===== src/rtl/multicycle_ctrl.sv =====
// multicycle_ctrl: multicycle RISC-V control FSM driving datapath selects, strobes and ALU operation.
// Optional macro BRANCH_EXT_EN adds bne/blt/bge/bltu/bgeu decode in BRANCH.
module multicycle_ctrl #(
    parameter int ALUCTL_W = 5
) (
    input  logic                clk,
    input  logic                reset,
    input  logic [6:0]          op,
    input  logic [2:0]          funct3,
    input  logic                funct7b5,
    input  logic                memReady,
    input  logic                aluZero,
    input  logic                aluNeg,
    input  logic                aluCarry,
    input  logic                aluOverflow,
    output logic                pcWrite,
    output logic                adrSrc,
    output logic                memWrite,
    output logic                irWrite,
    output logic                regWrite,
    output logic [1:0]          resultSrc,
    output logic [1:0]          aluSrcA,
    output logic [1:0]          aluSrcB,
    output logic [2:0]          immSrc,
    output logic [ALUCTL_W-1:0] aluControl,
    output logic                illegal
);
    localparam logic [ALUCTL_W-1:0] ALU_ADD = ALUCTL_W'(0);
    localparam logic [ALUCTL_W-1:0] ALU_SUB = ALUCTL_W'(1);
    localparam logic [ALUCTL_W-1:0] ALU_AND = ALUCTL_W'(2);
    localparam logic [ALUCTL_W-1:0] ALU_OR  = ALUCTL_W'(3);
    localparam logic [ALUCTL_W-1:0] ALU_XOR = ALUCTL_W'(4);
    localparam logic [ALUCTL_W-1:0] ALU_SLL = ALUCTL_W'(5);

    typedef enum logic [3:0] {
        FETCH, DECODE, MEMADR, MEMREAD, MEMWB, MEMWRITE,
        EXECR, EXECI, ALUWB, BRANCH, JAL, TRAP
    } state_t;

    state_t state, state_n;
    logic [ALUCTL_W-1:0] alu_op;
    logic alu_ok, br_ok, taken;

    always_ff @(posedge clk)
        state <= reset ? FETCH : state_n;

    always_comb begin
        alu_ok = 1'b1;
        alu_op = ALU_ADD;
        case (funct3)
            3'b000:  alu_op = (op[5] & funct7b5) ? ALU_SUB : ALU_ADD;
            3'b111:  alu_op = ALU_AND;
            3'b110:  alu_op = ALU_OR;
            3'b100:  alu_op = ALU_XOR;
            3'b001:  alu_op = ALU_SLL;
            default: alu_ok = 1'b0;
        endcase
    end

`ifdef BRANCH_EXT_EN
    always_comb begin
        br_ok = 1'b1;
        taken = 1'b0;
        case (funct3)
            3'b000:  taken = aluZero;
            3'b001:  taken = ~aluZero;
            3'b100:  taken = aluNeg ^ aluOverflow;
            3'b101:  taken = ~(aluNeg ^ aluOverflow);
            3'b110:  taken = ~aluCarry;
            3'b111:  taken = aluCarry;
            default: br_ok = 1'b0;
        endcase
    end
`else
    assign br_ok = funct3 == 3'b000;
    assign taken = aluZero;
`endif

    // Outputs are forced to their idle values while reset is held, whatever the state.
    always_comb begin
        state_n    = state;
        pcWrite    = 1'b0;
        adrSrc     = 1'b0;
        memWrite   = 1'b0;
        irWrite    = 1'b0;
        regWrite   = 1'b0;
        resultSrc  = 2'b00;
        aluSrcA    = 2'b00;
        aluSrcB    = 2'b00;
        immSrc     = 3'b000;
        aluControl = ALU_ADD;
        illegal    = 1'b0;
        if (!reset) begin
            case (state)
                FETCH: begin
                    aluSrcB = 2'b10;
                    resultSrc = 2'b10;
                    irWrite = memReady;
                    pcWrite = memReady;
                    state_n = memReady ? DECODE : FETCH;
                end
                DECODE: begin
                    aluSrcA = 2'b01;
                    aluSrcB = 2'b01;
                    immSrc = 3'b010;
                    case (op)
                        7'b0000011, 7'b0100011: state_n = MEMADR;
                        7'b0110011: state_n = EXECR;
                        7'b0010011: state_n = EXECI;
                        7'b1100011: state_n = BRANCH;
                        7'b1101111: state_n = JAL;
                        default:    state_n = TRAP;
                    endcase
                end
                MEMADR: begin
                    aluSrcA = 2'b10;
                    aluSrcB = 2'b01;
                    immSrc = {2'b00, op[5]};
                    state_n = op[5] ? MEMWRITE : MEMREAD;
                end
                MEMREAD: begin
                    adrSrc = 1'b1;
                    state_n = memReady ? MEMWB : MEMREAD;
                end
                MEMWB: begin
                    resultSrc = 2'b01;
                    regWrite = 1'b1;
                    state_n = FETCH;
                end
                MEMWRITE: begin
                    adrSrc = 1'b1;
                    memWrite = 1'b1;
                    state_n = memReady ? FETCH : MEMWRITE;
                end
                EXECR: begin
                    aluSrcA = 2'b10;
                    aluControl = alu_op;
                    state_n = alu_ok ? ALUWB : TRAP;
                end
                EXECI: begin
                    aluSrcA = 2'b10;
                    aluSrcB = 2'b01;
                    aluControl = alu_op;
                    state_n = alu_ok ? ALUWB : TRAP;
                end
                ALUWB: begin
                    regWrite = 1'b1;
                    state_n = FETCH;
                end
                BRANCH: begin
                    aluSrcA = 2'b10;
                    aluControl = ALU_SUB;
                    pcWrite = br_ok & taken;
                    state_n = br_ok ? FETCH : TRAP;
                end
                JAL: begin
                    aluSrcA = 2'b01;
                    aluSrcB = 2'b10;
                    pcWrite = 1'b1;
                    state_n = ALUWB;
                end
                TRAP: illegal = 1'b1;
                default: state_n = FETCH;
            endcase
        end
    end
endmodule


===== config.mk =====
export PLATFORM = sky130hd
export DESIGN_NAME = multicycle_ctrl
export DESIGN_NICKNAME = d
export VERILOG_FILES = /design/src/rtl/multicycle_ctrl.sv
export SDC_FILE = /design/constraint.sdc
export NUM_CORES = 1
export LEC_CHECK = 0
export CORE_MARGIN = 10
export CORE_UTILIZATION = 41
export DETAILED_ROUTE_END_ITERATION = 6
export HOLD_SLACK_MARGIN = 0.08
export PLACE_DENSITY = 0.94
export SLEW_MARGIN = 20
export SYNTH_ARGS = -nofsm -noshare
export SYNTH_HDL_FRONTEND = slang
export SYNTH_SLANG_ARGS = --single-unit

===== constraint.sdc =====
create_clock -name clk -period 2.8 [get_ports clk]
set_input_delay 0.56 -clock clk [delete_from_list [all_inputs] [get_ports clk]]
set_output_delay 0.56 -clock clk [all_outputs]
set_load 0.05 [all_outputs]

After elaboration in Yosys (flattened, before gate mapping)
Cells that the tools add are included.
{"block": "totals", "ff_bits": 4, "word_cells": 68, "out_inout_bits": 20, "inputBits": 18}
{"block": "classes", "n_reduce_logical": 11, "n_eq_ne": 21, "muxes": 33, "n_bitwise": 2}
{"op": "case mux 4 bit (9 select lines)", "n": 1}
{"op": "case mux 4 bit (5 select lines)", "n": 1}
{"op": "equality test 4 x 3 -> 1 bit (second input constant)", "n": 4}
{"op": "equality test 4 bit (second input constant)", "n": 4}
{"op": "case mux 2 bit (2 select lines)", "n": 4}
{"op": "case mux 3 bit (5 select lines)", "n": 1}
{"op": "equality test 7 x 6 -> 1 bit (second input constant)", "n": 2}
{"op": "equality test 7 bit (second input constant)", "n": 2}
{"op": "2-to-1 mux 1 bit", "n": 14}
{"op": "2-to-1 mux 3 bit", "n": 4}
{"op": "OR reduction 2 bit", "n": 6}
{"op": "2-to-1 mux 2 bit", "n": 5}
{"op": "equality test 3 bit (second input constant)", "n": 3}
{"op": "equality test 4 x 2 -> 1 bit (second input constant)", "n": 2}
{"op": "equality test 7 x 2 -> 1 bit (second input constant)", "n": 1}
{"op": "equality test 7 x 5 -> 1 bit (second input constant)", "n": 1}
{"op": "case mux 3 bit (2 select lines)", "n": 1}
{"op": "OR reduction 5 bit", "n": 1}
{"op": "equality test 4 x 1 -> 1 bit (second input constant)", "n": 1}
{"op": "logical NOT 4 bit", "n": 1}
{"op": "2-to-1 mux 4 bit", "n": 1}
{"op": "OR reduction 4 bit", "n": 1}
{"op": "equality test 3 x 1 -> 1 bit (second input constant)", "n": 1}
{"op": "logical NOT 3 bit", "n": 1}
{"op": "other kinds (3)", "n": 4}

Logic depth before layout (Yosys ltp)
{"block": "logic_depth", "ltp_word": 5, "ltp_mapped": 6, "ltp_nobuf": 4}

Worst setup path after synthesis
Ideal clock, no wire load.
{"block": "synth_timing", "path_type": "flip-flop to output port", "start": "reg state[1]", "end": "out aluSrcB[0]", "required_time_ns": 2.240, "path_slack_ns": -1.224, "n_path_buf": 2, "path_stages_with_launch": 5, "arrival_ns": 3.464, "path_cell_list": "dfxtp_1 clkbuf_1 clkbuf_1 nand2_1 a2111oi_0"}
{"block": "synth_via", "elab_chain_cells": 4, "elab_cells_between_ends": 9, "classes_between": "eq/ne (4); mux (2); reduce/logical (3)"}
{"item": "start: declaration", "line_no": "40", "source": "state_t state, state_n;"}
{"item": "start signal: assignment", "line_no": "45", "source": "state <= reset ? FETCH : state_n;"}
{"item": "equality test 4 x 1 -> 1 bit, or another cell as far along", "line_no": "94", "source": "case (state)"}
{"item": "OR reduction 3 bit (no line) / OR reduction 2 bit (equally long branches)"}
{"item": "case mux 2 bit (2 select lines) (*)", "line_no": "94"}
{"item": "2-to-1 mux 2 bit (*)", "line_no": "93", "source": "if (!reset) begin"}
{"item": "end: declaration", "line_no": "23", "source": "output logic [1:0] aluSrcB,"}
Every way passes the cells marked *; elsewhere a longest branch is shown, timed or not.

Final worst setup path
{"block": "layout_timing", "start": "in memReady", "end": "out pcWrite"}
{"block": "layout_via", "elab_chain_cells": 2}
{"item": "start: declaration", "line_no": "11", "source": "input logic memReady,"}
{"item": "case mux 1 bit (3 select lines)", "line_no": "94"}
{"item": "2-to-1 mux 1 bit", "line_no": "93"}
{"item": "end: declaration", "line_no": "16", "source": "output logic pcWrite,"}
No other way between the ends.

==> flow_summary.json <==
{
  "yosysSeqAreaShare": 0.1137,
  "synth-xor-area-share": 0.06217,
  "hold_violations": 0,
  "wl_per_cell_um": 16.34,
  "fmax_mhz": 373.3,
  "fin_nets": 155,
  "grt-ovfl-total": 0,
  "finalInstanceArea_um2": 1210,
  "n_fill_cell": 111,
  "total_power_w": 0.001048,
  "multi_input_area_um2": 558.0,
  "synth_cells": 107,
  "syn_to_final_growth_pct": 71.76,
  "met1_usage": 0.1376,
  "drt_iter0_drc": 31,
  "clock-root-buffer": "clkbuf_4",
  "ant_nets": 0,
  "min_period_ps": 2679,
  "setup-tns-final_ps": 0,
  "cts_tree": "built",
  "ios": 38,
  "path_max_fanout": 2,
  "post_cts_buffers": 0,
  "fin_crit_sh": 0.9566,
  "drc_errors": 0,
  "ir_worst_vdd_uv": 573.3,
  "largest_register": "state",
  "firstDrtPassIters": 4,
  "skew_ps": 2.114,
  "ys.flop_type": "dfxtp_1",
  "std_cell_rows": 14,
  "grt_pass1_wl_um": 3967,
  "ys_top_cells_by_count": "nor2_1 (14), nor3_1 (9), a21oi_1 (7), clkbuf_1 (7)",
  "top_regs": "state: 4 flops",
  "postSynthAreaPerCell_um2": 6.583,
  "hold_ws_ps": 863.8,
  "core-area_um2": 1559,
  "postCtsHoldBufs": 0,
  "worstSkewPairLatency_ps": 240,
  "p_per_area_nw_per_um2": 866.5,
  "syn_area_um2": 704.4,
  "slew_violations": 0,
  "initial_core_util": 0.4518,
  "busiest_layer": "met2",
  "ys_seq_elements": 4,
  "synthAdderAreaFrac": 0.01421,
  "worst_pin_slew_ps": 727.6,
  "clockBufferDepth": 2,
  "drv_cap": 0,
  "grt_pass1_vias": 869,
  "synthSimpleGateAreaFrac": 0.4405,
  "vias": 902,
  "hp-class": "flop to flop",
  "synth_top_family_by_area": "simple AND/OR/NAND/NOR gates",
  "cts.clk_slew.worst_paths_ps": 40,
  "wl_um": 2467,
  "end_kind": "output pin",
  "dp_hpwl_um": 1946,
  "post_dp_cell_area_um2": 1187,
  "muxShareOfSynthArea": 0.03020,
  "gp_congestion": 0.8479,
  "die-area_um2": 3776,
  "vias_per_cell": 5.974,
  "rsz0062_at_grt": "no",
  "synth_edf_count": 0,
  "fin_ws_ps": 121.4,
  "diodes": 0,
  "place_ws_ps": 127.5,
  "cts-buffers-inserted": 3,
  "layout-drive-gt1-share": 0.2370,
  "yosysWarnings": 0,
  "largest_reg_flops": 4,
  "relSlewSlack": 0.5142,
  "numPortBuffers": 31,
  "layout.area.seq_um2": 80.08,
  "setup-violations-final": 0,
  "outcome": "finished clean",
  "crit_required_ps": 2240,
  "synth_area_leaders": "dfxtp_1 (11%), nor2_1 (7.5%), nor3_1 (6.4%), and3_1 (5.3%), a21oi_1 (5.0%)",
  "async_flop_share": 0,
  "yosys.area.top_type": "dfxtp_1",
  "synth-compound-area-share": 0.2202,
  "grt_max_degree": 23,
  "clock_sinks": 4,
  "critPathKind": "input pin to output pin",
  "use_met3": 0.04938,
  "grt_util_all_layers": 0.1319,
  "synth.distinct_cells": 44,
  "die_y_um": 61.45,
  "p_leak_nw": 0.4819,
  "ctsResizeCount": 0,
  "synth.most_common_cell": "nor2_1",
  "startpoint_type": "input pin",
  "synth_top_area_frac": 0.1137,
  "cts-htree-levels": 1,
  "antenna_found_initial": 0,
  "grtUsageMet2": 0.2382,
  "cp_data_arrival_time_ps": 2120,
  "die_w_um": 61.45
}
-- final cells by class --
class | count | area share
clock buffers | 3 | 0.01861
flip-flops and latches | 4 | 0.06618
inverters | 3 | 0.009307
multi-input cells | 89 | 0.4612
well taps | 16 | 0.01655
repair buffers | 36 | 0.4281
-- routing by layer --
metal | part of all wire | wire length, µm
met1 | 0.37 | 912
met2 | 0.50 | 1237
met3 | 0.11 | 277
met4 | 0.016 | 40
met5 | 0 | 0
-- worst paths after layout --
kind	startpoint	to	slack (ps)	cells past startpoint
max	memReady	pcWrite	120	7
min	state[3]	state[2]	860	2
max reg2reg	state[3]	state[2]	680	5
min reg2reg	state[3]	state[2]	860	2
-- cells by family after synthesis --
family | count (synthesis)
buf+inv | 16
xor+xnor | 5
fa+ha+maj | 1
other cells | 1
flops | 4
simple gates | 55
compound gates | 23
mux | 2
-- through the flow --
step / util / cells
after floorplan: - / 109
after global placement: 0.7616 / 148
after global routing: 0.7761 / 151
final: 0.7761 / 151
after detailed placement: 0.7616 / 148
after CTS: 0.7761 / 151
-- cell usage in the layout, fill, tap and decap left out, types with 2 or more instances in the layout --
| cell type | instances |
|---|---|
| nor2_1 | 14 |
| nor2b_1 | 4 |
| conb_1 | 3 |
| buf_12 | 17 |
| buf_4 | 5 |
| clkdlybuf4s50_1 | 14 |
| and3_1 | 6 |
| o22ai_1 | 2 |
| o21ai_0 | 2 |
| o31a_1 | 2 |
| inv_1 | 3 |
| nor3b_1 | 2 |
| a32oi_1 | 2 |
| clkbuf_4 | 3 |
| dfxtp_1 | 4 |
| nand2_1 | 6 |
| a21oi_1 | 7 |
| xnor2_1 | 2 |
| nand3_1 | 2 |
| o21a_1 | 2 |
| xor2_1 | 3 |
| nor3_1 | 9 |
-- worst max-delay path, stage by stage --
cell             delay (ps)
clkdlybuf4s50_1         480
or3b_2                  440
a21oi_1                 150
nor2_1                   60
nor3_1                  150
buf_4                   150
buf_12                  120
-- power breakdown --
group | total [W] | switching, W | internal (W)
clock network | 0.0000727 | 0.0000247 | 0.0000480
registers | 0.000176 | 0.0000974 | 0.0000783
logic | 0.000800 | 0.000419 | 0.000381
total | 0.00105 | 0.000541 | 0.000508
Power figures use the tool's default switching activity.
